## config.mk

```make
export PLATFORM = sky130hd
export DESIGN_NAME = sid_bus_regs
export DESIGN_NICKNAME = d
export VERILOG_FILES = /design/src/rtl/sid_bus_regs.sv
export SDC_FILE = /design/constraint.sdc
export NUM_CORES = 1
export LEC_CHECK = 0
export ABC_CLOCK_PERIOD_IN_PS = 7200
export BUFFER_PORTS_ARGS = -buffer_cell sky130_fd_sc_hd__buf_2
export CAP_MARGIN = 0
export CORE_ASPECT_RATIO = 0.8
export CORE_UTILIZATION = 50
export CTS_CLUSTER_DIAMETER = 120
export CTS_CLUSTER_SIZE = 40
export DETAILED_ROUTE_END_ITERATION = 6
export MAX_ROUTING_LAYER = met4
export PLACE_DENSITY_LB_ADDON = 0.12
export SYNTH_ARGS = -nofsm -noshare
export SYNTH_HDL_FRONTEND = slang
export SYNTH_SLANG_ARGS = --single-unit
```

## constraint.sdc

```tcl
create_clock -name clk -period 7.2 [get_ports clk]
set_input_delay 0.72 -clock clk [delete_from_list [all_inputs] [get_ports clk]]
set_output_delay 0.72 -clock clk [all_outputs]
set_load 0.05 [all_outputs]
```

## src/rtl/sid_bus_regs.sv

```systemverilog
`default_nettype none
// +--------------------------------------------------------------------------+
// | sid_bus_regs : SID register image, read-back mux and bus-value fade-out   |
// | Revision     : 1.0                                                        |
// +--------------------------------------------------------------------------+
module sid_bus_regs #(
  parameter int          VOICES   = 3,
  parameter int          NFILT    = 4,
  parameter int          NW       = VOICES * 7 + NFILT,
  parameter int          NR       = 4,
  parameter int          AW       = 5,
  parameter logic [23:0] TTL_6581 = 24'h001D00,
  parameter logic [23:0] TTL_8580 = 24'h0A2000,
  parameter logic [23:0] STAGGER  = 24'h000000
) (
  input  logic              clk,
  input  logic              res_n,
  input  logic              phi2,
  input  logic              model,
  input  logic              cs,
  input  logic              we,
  input  logic              oe,
  input  logic [AW-1:0]     addr,
  input  logic [7:0]        data_i,
  output logic [7:0]        data_o,
  output logic [8*NW-1:0]   wregs,
  input  logic [8*NR-1:0]   rregs,
  output logic              reg_wr,
  output logic [AW-1:0]     reg_wr_addr
);

  localparam logic [31:0] c_nw       = NW;
  localparam logic [31:0] c_nr       = NR;
  localparam logic [23:0] c_lim_6581 = 24'(TTL_6581 + 7 * STAGGER);
  localparam logic [23:0] c_lim_8580 = 24'(TTL_8580 + 7 * STAGGER);

  logic [1:0]      r_sync;
  logic [7:0]      r_data_o;
  logic [8*NW-1:0] r_wregs;
  logic            r_reg_wr;
  logic [AW-1:0]   r_reg_wr_addr;
  logic [7:0]      r_bus;
  logic [23:0]     r_age;

  logic [31:0] w_addr32;
  logic [31:0] w_ridx;
  logic        w_run;
  logic        w_strobe;
  logic        w_wr;
  logic        w_rd;
  logic        w_in_w;
  logic        w_wr_hit;
  logic [7:0]  w_rdata;
  logic [7:0]  w_mask;
  logic [7:0]  w_faded;
  logic [23:0] w_lim;

  assign w_addr32 = 32'(addr);
  assign w_ridx   = w_addr32 - c_nw;
  assign w_run    = r_sync[1];
  assign w_strobe = phi2 & w_run;
  assign w_wr     = cs & we;
  assign w_rd     = cs & oe & ~we & (w_addr32 >= c_nw) & (w_addr32 < c_nw + c_nr);
  assign w_in_w   = w_addr32 < c_nw;
  assign w_wr_hit = w_strobe & w_wr & w_in_w;
  assign w_lim    = model ? c_lim_8580 : c_lim_6581;
  assign w_faded  = r_bus & ~w_mask;

  always_comb begin
    w_rdata = 8'h00;
    for (int j = 0; j < NR; j++) begin
      if (w_ridx == 32'(j)) w_rdata = rregs[8*j +: 8];
    end
  end

  // Bit i of the floating bus dies once the age reaches its own staggered threshold.
  for (genvar i = 0; i < 8; i++) begin : g_mask
    localparam logic [23:0] c_thr_6581 = 24'(TTL_6581 + i * STAGGER);
    localparam logic [23:0] c_thr_8580 = 24'(TTL_8580 + i * STAGGER);
    assign w_mask[i] = model ? (r_age >= c_thr_8580) : (r_age >= c_thr_6581);
  end

  always_ff @(posedge clk or negedge res_n) begin
    if (!res_n) r_sync <= 2'b00;
    else        r_sync <= {r_sync[0], 1'b1};
  end

  always_ff @(posedge clk or negedge res_n) begin
    if (!res_n) begin
      r_wregs       <= '0;
      r_reg_wr      <= 1'b0;
      r_reg_wr_addr <= '0;
    end else begin
      r_reg_wr <= w_wr_hit;
      if (w_wr_hit) begin
        r_reg_wr_addr <= addr;
        for (int k = 0; k < NW; k++) begin
          if (w_addr32 == 32'(k)) r_wregs[8*k +: 8] <= data_i;
        end
      end
    end
  end

  always_ff @(posedge clk or negedge res_n) begin
    if (!res_n) begin
      r_bus <= 8'h00;
      r_age <= 24'h000000;
    end else if (w_strobe) begin
      if (w_rd) begin
        r_bus <= w_rdata;
        r_age <= 24'h000000;
      end else if (w_wr) begin
        r_bus <= data_i;
        r_age <= 24'h000000;
      end else begin
        if (&w_mask)       r_bus <= 8'h00;
        if (r_age < w_lim) r_age <= r_age + 24'd1;
      end
    end
  end

  // Read-back path runs every clock, independent of the bus strobe.
  always_ff @(posedge clk or negedge res_n) begin
    if (!res_n)    r_data_o <= 8'h00;
    else if (w_rd) r_data_o <= w_rdata;
    else           r_data_o <= w_faded;
  end

  assign data_o      = r_data_o;
  assign wregs       = r_wregs;
  assign reg_wr      = r_reg_wr;
  assign reg_wr_addr = r_reg_wr_addr;

endmodule
`default_nettype wire
```

* After elaboration in Yosys (flattened, before gate mapping) *
Cells that the tools add are included.

storage, ports and cells
  flip-flop bits (word level) = 248
  input bits = 52
  output and inout port bits = 214
  word-level logic and storage cells = 121

operators by class
  add/subtract/negate cells = 2
  order comparisons = 6
  equality and inequality tests = 27
  multiplexer cells = 13
  bitwise operators = 11
  reductions and logical operators = 31

operators with widths
  kind                                                                 count
  2-to-1 mux 24 bit                                                    3
  equality test 32 x 2 -> 1 bit, second input constant                 2
  zero test 32 bit                                                     2
  2-to-1 mux 8 bit                                                     8
  AND reduction 2 bit                                                  27
  equality test 5 bit, second input constant                           9
  equality test 5 x 4 -> 1 bit, second input constant                  8
  equality test 32 x 1 -> 1 bit, second input constant                 1
  adder 24 x 1 -> 24 bit, second input constant                        1
  greater-or-equal comparator 24 x 13 -> 1 bit, second input constant  1
  greater-or-equal comparator 24 x 20 -> 1 bit, second input constant  1
  less-than comparator 24 x 20 -> 1 bit                                1
  equality test 5 x 3 -> 1 bit, second input constant                  4
  2-to-1 mux 20 bit                                                    1
  equality test 5 x 2 -> 1 bit, second input constant                  2
  less-than comparator 5 bit, second input constant                    2
  AND 1 bit                                                            8
  AND 8 bit                                                            1
  NOT 8 bit                                                            1
  nonzero test 3 bit                                                   2
  subtractor 5 x 5 -> 6 bit, second input constant                     1
  equality test 5 x 1 -> 1 bit, second input constant                  1
  greater-or-equal comparator 5 bit, second input constant             1
  2-to-1 mux 1 bit                                                     1
  NOT 1 bit                                                            1

* Longest topological paths before layout *
  depth in word-level cells = 7
  gate-level depth with buffers = 9

* Worst setup path after synthesis *
Ideal clock, no wire load.

  path kind = input to register
  start point = in model
  end point = reg r_age[11]
  library setup time = 0.134 ns
  arrival time = 2.869 ns
  required time = 7.066 ns
  path slack = 4.197 ns
  cell stages on the path = 9
  path buffers = 2
  path through = inv_1 ha_1 a211o_1 a2111o_1 or3_4 buf_6 clkbuf_1 a311oi_1 o41ai_1

between the ends
  word-level cells in the longest chain between the ends = 4

ends and longest elaborated chain
  what                                   RTL line  RTL
  start, declared                        19        input logic model,
  2-to-1 mux 20 bit                      66        assign w_lim = model ? c_lim_8580 : c_lim_6581;
  less-than comparator 24 x 20 -> 1 bit  117       if (r_age < w_lim) r_age <= r_age + 24'd1;
  nonzero test 3 bit (no line)           n/a
  AND reduction 2 bit (no line)          n/a
  end signal, assigned                   117
  end, declared                          43        logic [23:0] r_age;

No other way between the ends.
A chain may end at the register's enable or synchronous reset.

* Final worst setup path *
  start point = in cs
  end point = reg r_wregs[92] (netlist: wregs[92])

between the ends
  word-level cells in the longest chain between the ends = 4

ends and longest elaborated chain
  what                           RTL line  RTL
  start, declared                20        input logic cs,
  AND 1 bit                      62        assign w_wr = cs & we;
  AND 1 bit (2 in a row)         65        assign w_wr_hit = w_strobe & w_wr & w_in_w;
  AND reduction 2 bit (no line)  n/a
  end signal, assigned by index  98        if (w_addr32 == 32'(k)) r_wregs[8*k +: 8] <= data_i;
  end, declared                  39        logic [8*NW-1:0] r_wregs;

No other way between the ends.

==> impl_summary.txt <==
----------------------------------------------------
[Timing]
  Hold Slack ... 214 ps
  Total count of hold-check failures in the final report ... 0
  Worst clock skew ... 23.4 ps
  Number of setup violations in the final report ... 0
  Maximum clock frequency ... 354 MHz
  Unrepaired setup endpoints after global routing ... false
  Transition time at the pin with the least slew margin ... 1160 ps
  Smallest setup slack after layout ... 4380 ps
  Tmin final ... 2820 ps
  Final Max Slew Viols ... 0
  Final period util ... 39.2%
  Max_slew headroom ... 22.6%
  Post-route setup TNS ... 0 ps

[Floorplan]
  I/O pin count ... 266
  Initial core utilization ... 51.6%
  Total die area ... 21300 um2
  Die outline height ... 131 um
  Horiz. Die Dim ... 163 um
  Core Footprint ... 20000 um2
  Number of placement rows ... 46

[Synthesis]
  Largest area contributor in the netlist ... dfrtp_1
  Sequential element share of the synthesized area ... 60.0%
  Synthesized Nets ... 816
  Summed instance area of the synthesized netlist ... 10300 um2
  Number of warnings reported in the yosys synthesis log ... 0
  Count of flip-flops with a built-in enable after synthesis ... 0
  Portion of synthesized cell area occupied by the leading cell type ... 60.0%
  Top area cells in the synthesized netlist ... dfrtp_1 (60%), mux2_2 (22%), mux2i_1 (1.5%)
  FF+latch count, synth ... 248
  Avg Inst Size Synth ... 13.7 um2
  Syn Inst Count ... 756
  Primary FF master, synth ... dfrtp_1
  Netlist cell types ... 51
  Post-synthesis async set-or-reset flop share ... 100%

[Clocking]
  Longest Clk Path Bufs ... 3
  Master cell of the clock root buffer ... clkbuf_16
  Cts repair resizes ... 0
  H-tree levels ... 1
  Clk sinks ... 248
  CTS tree ... yes
  Total clock buffers created by CTS ... 10
  Clock-pin slew on the worst setup and hold paths ... 140 ps
  Hold-fix buffers, CTS ... 0
  Worst skew pair latency ... 480 ps
  Buffers inserted during post-CTS setup optimization ... 0

[Cells and area]
  Number of nets at the end of the flow ... 1058
  Finished Core Util ... 60.8%
  Fraction of final layout cells with drive strength greater than 1 ... 49.1%
  Layout overhead on the synthesized area ... 17.9%

[Worst setup path]
  Worst path slowest cell ... nor3_1
  Bufs and invs on worst path ... 1
  Arrival @ worst endpoint ... 3170 ps
  Kind of start point of the critical path ... input pin
  Worst endpoint required time ... 7550 ps
  Kind of end point of the critical path ... flop
  Largest delay contributor family on the critical path ... simple AND/OR/NAND/NOR gates
  Largest fanout on the critical path ... 10
  Critical path cell sequence ... buf_2 -> and2_1 -> nand3_1 -> nor3_1 -> nand4_1 -> mux2_2
  Delay of the slowest critical-path stage ... 840 ps
  Path type of the worst setup path ... in2reg

[Place]
  Dpl ws ... 3880 ps
  Final weighted congestion of routability-driven global placement ... 0.868
  Detail Placement HPWL ... 17500 um
  Port Buffer Count ... 265

[Detailed routing]
  Remaining DRCs ... 0
  Routed Antenna Nets ... 0
  Final wirelength ... 26400 um
  Average wire per cell in the routed design ... 20.9 um
  Pre-Repair DR Iteration Count ... 5
  Vias per inst ... 5.60
  Total number of vias ... 7077
  Initial detailed-routing violation count ... 413

[Hold path]
  Min-delay worst type ... in2async

[Global routing]
  Largest net degree at the start of global routing ... 157
  Vias in the first global route ... 6697
  GRT Residual Overflow ... 0
  Initial antenna violation count ... 1
  Global-route wire length before repair ... 39400 um
  GRT Overall Usage ... 25.2%

[Job]
  Max-capacitance violation count ... 0

[Power]
  Pleak ... 6.70 nW
  VDD IR max ... 197 uV
  Cell area power density ... 222 nW/um2

[Outcome]
  Result of the run ... finished clean

----------------------------------------------------
[layer usage]
metal | global-route usage [%] | routed length, um | vias to the layer above
met5 | - | 0 | -
met4 | 4.95 | 367 | 0
met3 | 5.56 | 1880 | 20
met2 | 38.8 | 12000 | 223
met1 | 34.6 | 12200 | 3616
li1 | - | - | 3218
[through the flow]
| stage | power, mW | cells | cell area, um2 |
|---|---|---|---|
| detailed placement | 2.04 | 1250 | 11900 |
| global route | 2.80 | 1263 | 12200 |
| global placement | 2.03 | 1250 | 11900 |
| floorplan | 1.87 | 756 | 10300 |
| CTS | 2.73 | 1262 | 12200 |
| finish | 2.70 | 1263 | 12200 |
[logic make-up (layout without fill, tap and decap cells)]
kind of cell / count (synthesis) / after routing / synth area share, %
AOI/OAI and AO/OA: 89 / 89 / 5.73
xor gates and xnor gates: 3 / 3 / 0.254
adders and majority gates: 8 / 8 / 0.969
buffers and inverters: 60 / 302 / 2.25
DFF: 248 / 248 / 60.0
muxes: 220 / 220 / 23.8
other: 1 / 2 / 0.0363
and+or+nand+nor: 127 / 127 / 6.94
[worst reg2reg max path: cells and delay by family, from the launching register on]
kind / cells / cell delay (ps)
DFF: 1 / 450
AOI/OAI and AO/OA: 3 / 920
and+or+nand+nor: 2 / 1050
adders and majority gates: 1 / 300
[synthesized netlist by cell type (all sizes together), types with 2 or more instances]
master,instances
dfrtp,248
and3,8
a31oi,4
xnor2,3
a211oi,9
nand3,15
nand3b,8
o21a,2
mux2,204
o21ai,20
o41ai,3
nand4,8
clkbuf,36
o311a,2
nand2,27
or4bb,2
a311oi,2
or2,2
inv,22
or3,3
nor3,14
and2,6
nor3b,3
a21oi,19
buf,2
nor4,5
ha,8
nor2,11
o31ai,10
or4,7
a21boi,8
nor2b,3
and4,2
mux2i,16
[cells in the final DEF (no fill, tap or decap), types with 11 or more instances in the layout]
cell type	n
buf_2	264
nand3_1	15
inv_1	22
nor3_1	14
mux2i_1	16
nor2_1	11
nand2_1	27
mux2_2	204
o21ai_0	20
a21oi_1	19
dfrtp_1	248
[state kept, by name, summed over array words and instances, names as in the netlist]
name / count
wregs: 200
r_age: 24
data_o: 8
r_bus: 8
reg_wr_addr: 5
r_sync: 2
reg_wr: 1
[worst paths after layout]
kind / cells past startpoint / endpoint / slack, ps / startpoint
max: 6 / wregs[92] / 4380 / cs
min: 1 / data_o[0] / 210 / res_n
max reg2reg: 6 / r_age[17] / 4400 / r_age[17]
min reg2reg: 0 / r_sync[1] / 380 / r_sync[0]
max in group asynchronous: 2 / wregs[14] / 5660 / res_n
min in group clk: 0 / r_sync[1] / 380 / r_sync[0]
[final cells by class]
cell class              instances  area (um2)
fillers                      1678        7840
diodes                          1        2.50
flip-flops and latches        248        6210
multi-input cells             448        3900
inverters                      22        82.6
well taps                     264         330
clock inverters                 2        46.3
repair buffers                268        1370
clock buffers                  10         250
[where the power goes]
part	internal (mW)	switching, mW
Clock	0.267	0.429
Sequential	1.47	0.0383
Combinational	0.119	0.379
Total	1.86	0.847
No activity file was read; power rests on OpenSTA's default activity.
